<file path="config.mk">
export PLATFORM = sky130hd
export DESIGN_NAME = rx_interface_flat
export DESIGN_NICKNAME = d
export VERILOG_FILES = /design/src/rtl/rx_interface_if.sv /design/src/rtl/rx_interface.sv /design/src/flat_wrapper.sv
export SDC_FILE = /design/constraint.sdc
export NUM_CORES = 1
export LEC_CHECK = 0
export CAP_MARGIN = 20
export CORE_UTILIZATION = 50
export CTS_CLUSTER_SIZE = 12
export DETAILED_ROUTE_END_ITERATION = 12
export PLACE_DENSITY = 0.76
export SLEW_MARGIN = 10
export SYNTH_ARGS = -nofsm -noshare
export SYNTH_HDL_FRONTEND = slang
export SYNTH_SLANG_ARGS = --single-unit
</file>
<file path="constraint.sdc">
create_clock -name CLK -period 2.58 [get_ports CLK]
set_clock_uncertainty 0.05 [all_clocks]
set_input_delay 0.516 -clock CLK [delete_from_list [all_inputs] [get_ports CLK]]
set_output_delay 0.516 -clock CLK [all_outputs]
set_load 0.05 [all_outputs]
</file>
<file path="src/rtl/rx_interface_if.sv">
// Bus bundle for rx_interface: serial line in, word FIFO read side out.
// master = producer/consumer side (drives RX and RD), slave = rx_interface.
interface rx_interface_if;
    logic        RX;
    logic        RD;
    logic [15:0] DATA_OUT;
    logic        EMPTY;
    logic        FULL;
    logic        FRAME_ERR;
    logic        OVERRUN;

    modport master (
        output RX, RD,
        input  DATA_OUT, EMPTY, FULL, FRAME_ERR, OVERRUN
    );

    modport slave (
        input  RX, RD,
        output DATA_OUT, EMPTY, FULL, FRAME_ERR, OVERRUN
    );
endinterface

</file>
<file path="src/rtl/rx_interface.sv">
// rx_interface: 8N1 UART receiver (16x oversampling) that pairs bytes
// low-then-high into 16-bit words and queues them in a show-ahead FIFO.
// Optional feature macro: RX_TIMEOUT_EN -- drops a held low byte when its
// high byte does not arrive within TO_TICKS baud ticks.
module rx_interface #(
    parameter int DVSR     = 163,
    parameter int DVSR_W   = 8,
    parameter int SB_TICK  = 16,
    parameter int FIFO_AW  = 2,
    parameter int TO_TICKS = 320
) (
    input  logic         CLK,
    input  logic         RESET,
    rx_interface_if.slave bus
);
    localparam int DEPTH = 1 << FIFO_AW;
    localparam int SW    = $clog2((SB_TICK > 16) ? SB_TICK : 16);

    typedef enum logic [1:0] {IDLE, START, DATA, STOP} state_t;

    logic              rx_meta, rx_sync;
    logic [DVSR_W-1:0] baud_cnt;
    logic              tick;

    state_t            state;
    logic [SW-1:0]     s_cnt;
    logic [2:0]        n_cnt;
    logic [7:0]        shreg;
    logic              byte_done;
    logic              frame_err;
    logic              brk_wait;

    logic              byte_sel;
    logic [7:0]        lo_byte;
    logic [15:0]       mem [DEPTH];
    logic [FIFO_AW-1:0] w_ptr, r_ptr;
    logic [FIFO_AW:0]  count, count_nxt;
    logic              empty_r, full_r, overrun;
    logic              push, rd_en, wr_ok;

`ifdef RX_TIMEOUT_EN
    localparam int TO_W = $clog2(TO_TICKS + 1);
    logic [TO_W-1:0]   to_cnt;
`endif

    // Two-flop synchroniser for the asynchronous serial line (idles high).
    always_ff @(posedge CLK or negedge RESET) begin
        if (!RESET) begin
            rx_meta <= 1'b1;
            rx_sync <= 1'b1;
        end else begin
            rx_meta <= bus.RX;
            rx_sync <= rx_meta;
        end
    end

    // Free-running baud-tick divider.
    always_ff @(posedge CLK or negedge RESET) begin
        if (!RESET)
            baud_cnt <= '0;
        else if (baud_cnt == DVSR_W'(DVSR - 1))
            baud_cnt <= '0;
        else
            baud_cnt <= baud_cnt + 1'b1;
    end

    assign tick = (baud_cnt == DVSR_W'(DVSR - 1));

    // Receive FSM: start-bit check at mid-bit, 8 data bits LSB first, stop bit.
    // After a bad stop bit with the line still low, wait for the line to go
    // high before accepting a new start so a break is not decoded as frames.
    always_ff @(posedge CLK or negedge RESET) begin
        if (!RESET) begin
            state     <= IDLE;
            s_cnt     <= '0;
            n_cnt     <= '0;
            shreg     <= '0;
            byte_done <= 1'b0;
            frame_err <= 1'b0;
            brk_wait  <= 1'b0;
        end else begin
            byte_done <= 1'b0;
            frame_err <= 1'b0;
            if (tick) begin
                unique case (state)
                    IDLE: begin
                        if (brk_wait) begin
                            if (rx_sync) brk_wait <= 1'b0;
                        end else if (!rx_sync) begin
                            state <= START;
                            s_cnt <= '0;
                        end
                    end
                    START: begin
                        if (s_cnt == SW'(7)) begin
                            if (!rx_sync) begin
                                state <= DATA;
                                s_cnt <= '0;
                                n_cnt <= '0;
                            end else begin
                                state <= IDLE;
                            end
                        end else begin
                            s_cnt <= s_cnt + 1'b1;
                        end
                    end
                    DATA: begin
                        if (s_cnt == SW'(15)) begin
                            s_cnt <= '0;
                            shreg <= {rx_sync, shreg[7:1]};
                            if (n_cnt == 3'd7)
                                state <= STOP;
                            else
                                n_cnt <= n_cnt + 1'b1;
                        end else begin
                            s_cnt <= s_cnt + 1'b1;
                        end
                    end
                    STOP: begin
                        if (s_cnt == SW'(SB_TICK - 1)) begin
                            state <= IDLE;
                            if (rx_sync) begin
                                byte_done <= 1'b1;
                            end else begin
                                frame_err <= 1'b1;
                                brk_wait  <= 1'b1;
                            end
                        end else begin
                            s_cnt <= s_cnt + 1'b1;
                        end
                    end
                    default: state <= IDLE;
                endcase
            end
        end
    end

    assign push  = byte_done & byte_sel;
    assign rd_en = bus.RD & ~empty_r;
    assign wr_ok = push & (~full_r | rd_en);

    // Next occupancy, so FULL/EMPTY can be registered exactly.
    always_comb begin
        count_nxt = count + (FIFO_AW + 1)'(wr_ok) - (FIFO_AW + 1)'(rd_en);
    end

    // Byte pairing and word FIFO; byte_sel lives here so the optional
    // timeout shares its single driver.
    always_ff @(posedge CLK or negedge RESET) begin
        if (!RESET) begin
            byte_sel <= 1'b0;
            lo_byte  <= '0;
            w_ptr    <= '0;
            r_ptr    <= '0;
            count    <= '0;
            empty_r  <= 1'b1;
            full_r   <= 1'b0;
            overrun  <= 1'b0;
            for (int unsigned i = 0; i < DEPTH; i++) mem[i] <= '0;
`ifdef RX_TIMEOUT_EN
            to_cnt   <= '0;
`endif
        end else begin
            overrun <= 1'b0;
            if (byte_done) begin
                byte_sel <= ~byte_sel;
                if (!byte_sel) lo_byte <= shreg;
`ifdef RX_TIMEOUT_EN
                to_cnt <= '0;
            end else if (tick && byte_sel && state == IDLE) begin
                if (to_cnt == TO_W'(TO_TICKS - 1)) begin
                    byte_sel <= 1'b0;
                    to_cnt   <= '0;
                end else begin
                    to_cnt <= to_cnt + 1'b1;
                end
            end else if (state != IDLE || !byte_sel) begin
                to_cnt <= '0;
`endif
            end
            if (rd_en) r_ptr <= r_ptr + 1'b1;
            if (wr_ok) begin
                mem[w_ptr] <= {shreg, lo_byte};
                w_ptr      <= w_ptr + 1'b1;
            end
            if (push && full_r && !rd_en) overrun <= 1'b1;
            count   <= count_nxt;
            empty_r <= (count_nxt == '0);
            full_r  <= (count_nxt == (FIFO_AW + 1)'(DEPTH));
        end
    end

    assign bus.DATA_OUT  = empty_r ? '0 : mem[r_ptr];
    assign bus.EMPTY     = empty_r;
    assign bus.FULL      = full_r;
    assign bus.FRAME_ERR = frame_err;
    assign bus.OVERRUN   = overrun;
endmodule
</file>
<file path="src/flat_wrapper.sv">
// flat-port wrapper written by rule: the top's interface ports become plain ports
module rx_interface_flat 
#(
    parameter int DVSR     = 163,
    parameter int DVSR_W   = 8,
    parameter int SB_TICK  = 16,
    parameter int FIFO_AW  = 2,
    parameter int TO_TICKS = 320
)
  (CLK, RESET, bus_RX, bus_RD, bus_DATA_OUT, bus_EMPTY, bus_FULL, bus_FRAME_ERR, bus_OVERRUN);
  rx_interface_if bus_i ();
  input  logic CLK;
  input  logic RESET;
  input wire logic [$bits(bus_i.RX)-1:0] bus_RX;
  input wire logic [$bits(bus_i.RD)-1:0] bus_RD;
  output wire logic [$bits(bus_i.DATA_OUT)-1:0] bus_DATA_OUT;
  output wire logic [$bits(bus_i.EMPTY)-1:0] bus_EMPTY;
  output wire logic [$bits(bus_i.FULL)-1:0] bus_FULL;
  output wire logic [$bits(bus_i.FRAME_ERR)-1:0] bus_FRAME_ERR;
  output wire logic [$bits(bus_i.OVERRUN)-1:0] bus_OVERRUN;
  assign bus_i.RX = bus_RX;
  assign bus_i.RD = bus_RD;
  assign bus_DATA_OUT = bus_i.DATA_OUT;
  assign bus_EMPTY = bus_i.EMPTY;
  assign bus_FULL = bus_i.FULL;
  assign bus_FRAME_ERR = bus_i.FRAME_ERR;
  assign bus_OVERRUN = bus_i.OVERRUN;
  rx_interface #(.DVSR(DVSR), .DVSR_W(DVSR_W), .SB_TICK(SB_TICK), .FIFO_AW(FIFO_AW), .TO_TICKS(TO_TICKS)) u_core (.CLK(CLK), .RESET(RESET), .bus(bus_i));
endmodule
</file>
==> results of run 1 <==
==> metal layers <==
layer	routed length [µm]	global-route usage
met1	4570	0.252
met2	5350	0.329
met3	285	0.0541
met4	153	0.0763
met5	0	0
==> where the power goes <==
part	internal, µW	leakage [µW]	switching [µW]
logic	336	0.00128	333
registers	1830	0.00154	55.5
clock network	1680	0.000308	795
total	3850	0.00313	1180
==> state kept, by name, indices dropped and copies added, names as in the netlist, 3 cells and up, named ones only <==
register,cells
u_core.s_cnt,4
u_core.shreg,8
u_core.mem,64
u_core.baud_cnt,8
u_core.count,3
u_core.n_cnt,3
u_core.lo_byte,8
==> synth_stat cells, types with 2 or more instances <==
cell	instances
and4_1	3
dfrtp_1	110
a22o_1	2
nand2_1	10
or2_2	2
nor2b_1	11
ha_1	15
and2b_2	6
nand4_1	2
a21oi_1	2
nor3_1	5
mux4_2	16
mux2_4	40
buf_8	4
buf_12	4
nand3_1	7
buf_4	2
clkbuf_1	6
buf_2	3
o21ai_0	6
and3_1	3
mux2i_1	5
and2_4	4
a31oi_1	3
a22oi_1	2
nor3_4	2
inv_1	15
dfstp_2	3
xor2_1	2
xnor2_1	9
nand2b_1	2
mux2_2	41
nor2_1	11
==> area by class of cell <==
class	count	area, µm²
tap	136	170
sequential	113	2830
inverter	15	56.3
clock inverter	12	188
multi-input combinational	227	2440
clock buffer	20	435
fill	777	3970
timing repair buffer	37	414
==> placed cells by master, fill, tap and decap left out, types with 3 or more instances in the layout <==
master and n:
o21ai_0 6, mux2_2 41, clkinv_2 6, dfrtp_1 109, mux2_4 40, inv_1 15, ha_1 15, dfstp_2 3
bufinv_16 5, nor2b_1 8, and4_1 3, nor3_1 5, buf_6 16, and2_4 4, clkbuf_16 18, and2b_2 6
mux2i_1 5, clkdlybuf4s50_1 5, nand2_1 10, nor2b_4 3, nand3_1 7, buf_4 10, xnor2_1 9, a31oi_1 3
mux4_2 16, and3_1 3, nor2_1 11
==> worst paths after layout <==
check / start / end / slack (ps) / cells past startpoint
max: u_core.r_ptr[0]$_DFFE_PN0P_ / bus_DATA_OUT[0] / -5 / 4
min: u_core.rx_meta$_DFF_PN1_ / u_core.rx_sync$_DFF_PN1_ / 300 / 0
max reg2reg: u_core.bus.EMPTY$_DFF_PN1_ / u_core.bus.FULL$_DFF_PN0_ / 480 / 8
min reg2reg: u_core.rx_meta$_DFF_PN1_ / u_core.rx_sync$_DFF_PN1_ / 300 / 0
max in group asynchronous: RESET / u_core.bus.EMPTY$_DFF_PN1_ / 1260 / 3
min in group asynchronous: RESET / u_core.mem[20]$_DFFE_PN0P_ / 480 / 2
==> cells by family after synthesis <==
| logic type | after synthesis | synth area share |
|---|---|---|
| buf+inv | 35 | 0.0472 |
| simple gates | 75 | 0.0867 |
| mux | 103 | 0.269 |
| flops | 113 | 0.514 |
| fa+ha+maj | 16 | 0.0377 |
| xor+xnor | 11 | 0.0175 |
| compound gates | 22 | 0.0284 |
==> what timing repair did <==
item	CTS	global route
gates cloned	0	2
resized for setup	5	19
setup buffers	1	1
endpoints found under the setup margin	8	12
hold buffers	1	0
hold endpoints to repair	41	0
==> through the flow <==
step                      hold slack (ps)  TNS, ps  cells  setup slack, ps
after floorplan                       170        0    375              229
after global placement                300        0    523             65.2
after detailed placement              302    -2.51    523            -2.51
after CTS                             305    -28.0    557            -20.5
after global routing                  305     -373    560            -49.4
final                                 304    -4.90    560            -4.90
==> flow_summary_export.csv, run 1 <==
group,metric,value,unit
final_layout,drive_gt1_frac,0.427,
floorplanning,design.portCount,24,
yosys,ys_ff_latch,113,
placed_design,port_buffers,23,
final_layout,final_util,0.622,
sta,relSlewSlack,0.620,
sta,tightest_slew,570,ps
power,p_leak,0.00313,µW
cts,cts_sinks,113,
yosys,synth-async-reset-ratio,1.00,
yosys,yosys_warnings,0,
critical_path,arrival,2020,ps
route,wl_per_cell,18.5,µm
sta,fin_crit_sh,1.00,
sta,clock.fmax,0.387,GHz
global_route,antenna_found_initial,0,
placed_design,place_area,5760,µm²
floorplanning,fp.dieArea,11500,µm²
cts,cts-buffers-inserted,17,
yosys,ys_seq_area_frac,0.514,
cts,htree_levels,4,
route,via_count,3098,
yosys,synth-edff-count,0,
yosys,netlist_instances,375,
sta,period_minus_slack,2580,ps
yosys,yosys.area.top_type_share,0.499,
placed_design,gp_congestion,0.863,
critical_path,slowest_delay,480,ps
cts,cts_buffer_depth,2,
job,maxCapViolCount,0,
cts,root_buffer,"clkbuf_8",
critical_path,cp_top_family,"multiplexers",
run_status,outcome,"complete, but fails checks",
route,drtAntennaViolNets,0,
global_route,grt_pass1_wl,17000,µm
floorplanning,die_h,107,µm
global_route,grt_pass1_vias,3285,
yosys,synth_area,5510,µm²
global_route,grt_max_degree,45,
final_layout,num_antenna_cells,0,
floorplanning,num_rows,37,
critical_path,critical_path_class,"reg2out",
final_layout,final_nets,431,
floorplanning,die_w,107,µm
floorplanning,fp.coreArea,10500,µm²
critical_path,cp_slowest_cell,"mux4_2",
sta,hold_viol,0,
sta,drv_slew,0,
run_status,violations,"negative setup slack",
critical_path,end_kind,"output port",
route,first_pass_iters,4,
power,ir_drop,0.567,mV
sta,setup-violations-final,1,
floorplanning,start_util,0.525,
sta,fin_ws,-4.90,ps
final_layout,area_growth,18.6,%
critical_path,critical_path_required,2010,ps
power,powerDensity,769,nW/µm²
cts,clock_latency,520,ps
critical_path,cp_max_fo,4,
yosys,synth_fp_nets,395,
critical_path,crit_chain,"clkbuf_16 -> mux4_2 -> and2b_2 -> buf_6",
min_path,min_path_type,"reg2reg",
yosys,synth.distinct_cells,50,
power,p_total,5030,µW
placed_design,place_hpwl,6270,µm
cts,cts_tree,"done",
route,first_iter_violations,203,
sta,rsz0062_at_grt,"true",
cts,clk_pin_slew,50,ps
yosys,synth_area_leaders,"dfrtp_1 (50%), mux2_4 (11%), mux2_2 (8.4%), mux4_2 (6.5%), ha_1 (3.4%)",
global_route,overflow,0,
yosys,synth_top_area_cell,"dfrtp_1",
route,drc,0,
critical_path,cp-start-kind,"flop",
route,wirelength,10400,µm
critical_path,crit_buf_inv,2,
final_layout,stdcell_area,6540,µm²
yosys,synth.avg_cell_area,14.7,µm²
yosys,synth-main-ff-cell,"dfrtp_1",
route,detail_route.vias_per_cell,5.53,
global_route,grt_usage,0.200,
Power figures use the tool's default switching activity.
==> run 2: changes to the inputs <==
==> constraint.sdc (replaced) <==
create_clock -name CLK -period 3.1 [get_ports CLK]
set_clock_uncertainty 0.05 [all_clocks]
set_input_delay 0.62 -clock CLK [delete_from_list [all_inputs] [get_ports CLK]]
set_output_delay 0.62 -clock CLK [all_outputs]
set_load 0.05 [all_outputs]
==> run 2 against run 1 <==
The run now ends clean. Final cell count down 1.6%. Register-to-register slack better by 180 ps. Total power shrank 18%. Non-clock buffer count is 9 lower. Die area stayed put. Flip-flop and latch count did not move. Core utilization decreased by 1.5 points. Via count fell by 2.8%. Combinational power decreased by 41%. Clock power down 14%. Critical path depth is the same. Worst setup slack better by 240 ps. Largest cell class unchanged. Largest power group unchanged. Highest routed layer unchanged.
==> flow_summary_export.csv, run 2 (synthesis gave the netlist of run 1 again) <==
group,metric,value,unit
run_status,outcome,"completed",
global_route,antenna_found_initial,0,
critical_path,crit_buf_inv,2,
floorplanning,start_util,0.525,
cts,clk_pin_slew,50,ps
sta,period_minus_slack,2860,ps
sta,fin_crit_sh,0.924,
cts,post-cts-setup-buffers,0,
final_layout,fillCellCount,750,
route,wirelength,9850,µm
cts,clock_latency,500,ps
final_layout,final_common_cell,"dfrtp_1",
placed_design,port_buffers,23,
power,switching_share,0.225,
floorplanning,num_rows,37,
critical_path,reg2reg_depth,8,
placed_design,dp_cells,519,
power,powerDensity,646,nW/µm²
global_route,top_usage_layer,"met2",
critical_path,cp_common_cell,"buf_4",
critical_path,cp_max_fo,16,
sta,relSlewSlack,0.546,
power,power_frac_clock,0.517,
critical_path,critical_path_required,2430,ps
sta,hold_viol,0,
final_layout,final_nets,422,
global_route,grtUsageMet2,0.316,
critical_path,regToRegStartpoint,"u_core.bus.EMPTY$_DFF_PN1_",
critical_path,end_kind,"output port",
route,wl_per_cell,17.9,µm
power,p_leak,0.00307,µW
sta,tightest_slew,681,ps
critical_path,arrival,2190,ps
floorplanning,fp.coreArea,10500,µm²
cts,root_buffer,"clkbuf_8",
sta,fin_tns_setup,0,ps
critical_path,cp_top_family,"multiplexers",
cts,cts_sinks,113,
route,first_pass_iters,4,
power,switchingPower,928,µW
global_route,grt_max_degree,52,
route,drtAntennaViolNets,0,
route,detail_route.vias_per_cell,5.46,
global_route,grt_use_met3,0.0565,
global_route,grtUsageMet1,0.262,
critical_path,slowest_delay,560,ps
final_layout,num_antenna_cells,0,
min_path,min_path_type,"in2async",
floorplanning,design.portCount,24,
cts,cts_tree,"done",
global_route,overflow,0,
final_layout,area_growth,15.7,%
placed_design,gp_congestion,0.814,
route,drc,0,
critical_path,crit_chain,"buf_4 -> mux4_2 -> and2b_2 -> buf_4",
cts,htree_levels,4,
cts,cts-buffers-inserted,17,
final_layout,final_cell_mix,"dfrtp_1 (110), mux2_2 (41), mux2_4 (40)",
cts,cts_resized,0,
global_route,grt_pass1_wl,16900,µm
critical_path,timing.rr.end,"u_core.bus.FULL$_DFF_PN0_",
power,power_frac_comb,0.095,
final_layout,largest_reg_flops,64,
power,ir_drop,0.536,mV
sta,clock.fmax,0.349,GHz
sta,drv_slew,0,
placed_design,place_hpwl,6300,µm
power,p_int,3190,µW
critical_path,cp_slowest_cell,"mux4_2",
cts,cts_buffer_depth,2,
critical_path,cp-start-kind,"flop",
cts,cts_hold_buf,0,
floorplanning,die_w,107,µm
global_route,grt_pass1_vias,3290,
route,via_count,3010,
floorplanning,fp.dieArea,11500,µm²
job,maxCapViolCount,0,
sta,rsz0062_at_grt,"false",
power,seqPwrFrac,0.387,
critical_path,reg2reg_setup_slack,660,ps
route,first_iter_violations,141,
global_route,grt_usage,0.197,
sta,setup-violations-final,0,
critical_path,critical_path_class,"reg2out",
floorplanning,die_h,107,µm
final_layout,drive_gt1_frac,0.412,
final_layout,layoutNonFillerInstCount,551,
final_layout,regMostFlops,"u_core.mem",
-- run 2: cell count changes in the layout (fill, tap and decap cells not counted), sizes merged --
cell	previous run	this run
clkdlybuf4s50	5	6
dlygate4sd3	1	0
dlygate4sd2	1	0
clkinv	6	4
buf	28	22
-- run 2: layout make-up --
| type | count | area [µm²] | share of cell area |
|---|---|---|---|
| Clock buffer | 22 | 483 | 0.0757 |
| Clock inverter | 10 | 178 | 0.0279 |
| Inverter | 15 | 56.3 | 0.00883 |
| Multi-Input combinational cell | 227 | 2420 | 0.380 |
| Sequential cell | 113 | 2830 | 0.444 |
| Tap cell | 136 | 170 | 0.0267 |
| Timing Repair Buffer | 28 | 238 | 0.0373 |
-- run 2: stage by stage --
step / setup slack (ps) / instance area (µm²) / hold slack, ps / power [µW] / utilization
6_report: 236 / 6380 / 94.7 / 4120 / 0.607
3_3_place_gp: 364 / 5720 / 298 / 2010 / 0.544
4_1_cts: 180 / 6380 / 114 / 4170 / 0.607
2_1_floorplan: 645 / 5510 / 274 / 1900 / -
3_5_place_dp: 280 / 5720 / 299 / 2030 / 0.544
5_1_grt: 91.6 / 6380 / 138 / 4290 / 0.607
-- run 2: worst max path at each step --
| stage | start | endpoint | slack (ps) | cells past startpoint |
|---|---|---|---|---|
| after floorplan | u_core.r_ptr[0]$_DFFE_PN0P_ | bus_DATA_OUT[10] | 650 | 4 |
| after global placement | bus_RD | u_core.bus.FULL$_DFF_PN0_ | 360 | 9 |
| after detailed placement | bus_RD | u_core.bus.FULL$_DFF_PN0_ | 280 | 9 |
| after CTS | u_core.r_ptr[0]$_DFFE_PN0P_ | bus_DATA_OUT[1] | 180 | 4 |
| after global routing | u_core.r_ptr[0]$_DFFE_PN0P_ | bus_DATA_OUT[1] | 90 | 4 |
| final | u_core.r_ptr[0]$_DFFE_PN0P_ | bus_DATA_OUT[1] | 240 | 4 |
-- run 2: power by group through the flow --
| stage | Clock, µW | Sequential (µW) | Combinational, µW |
|---|---|---|---|
| 6_report | 2130 | 1600 | 394 |
| 5_1_grt | 2250 | 1600 | 433 |
| 4_1_cts | 2160 | 1600 | 407 |
| 3_5_place_dp | 0 | 1620 | 405 |
| 3_3_place_gp | 0 | 1620 | 393 |
| 2_1_floorplan | 0 | 1590 | 309 |
-- run 2: metal layers --
layer	part of all wire	vias up
li1	-	1391
met1	0.47	1574
met2	0.50	40
met3	0.024	5
met4	0.0058	0
met5	0	-
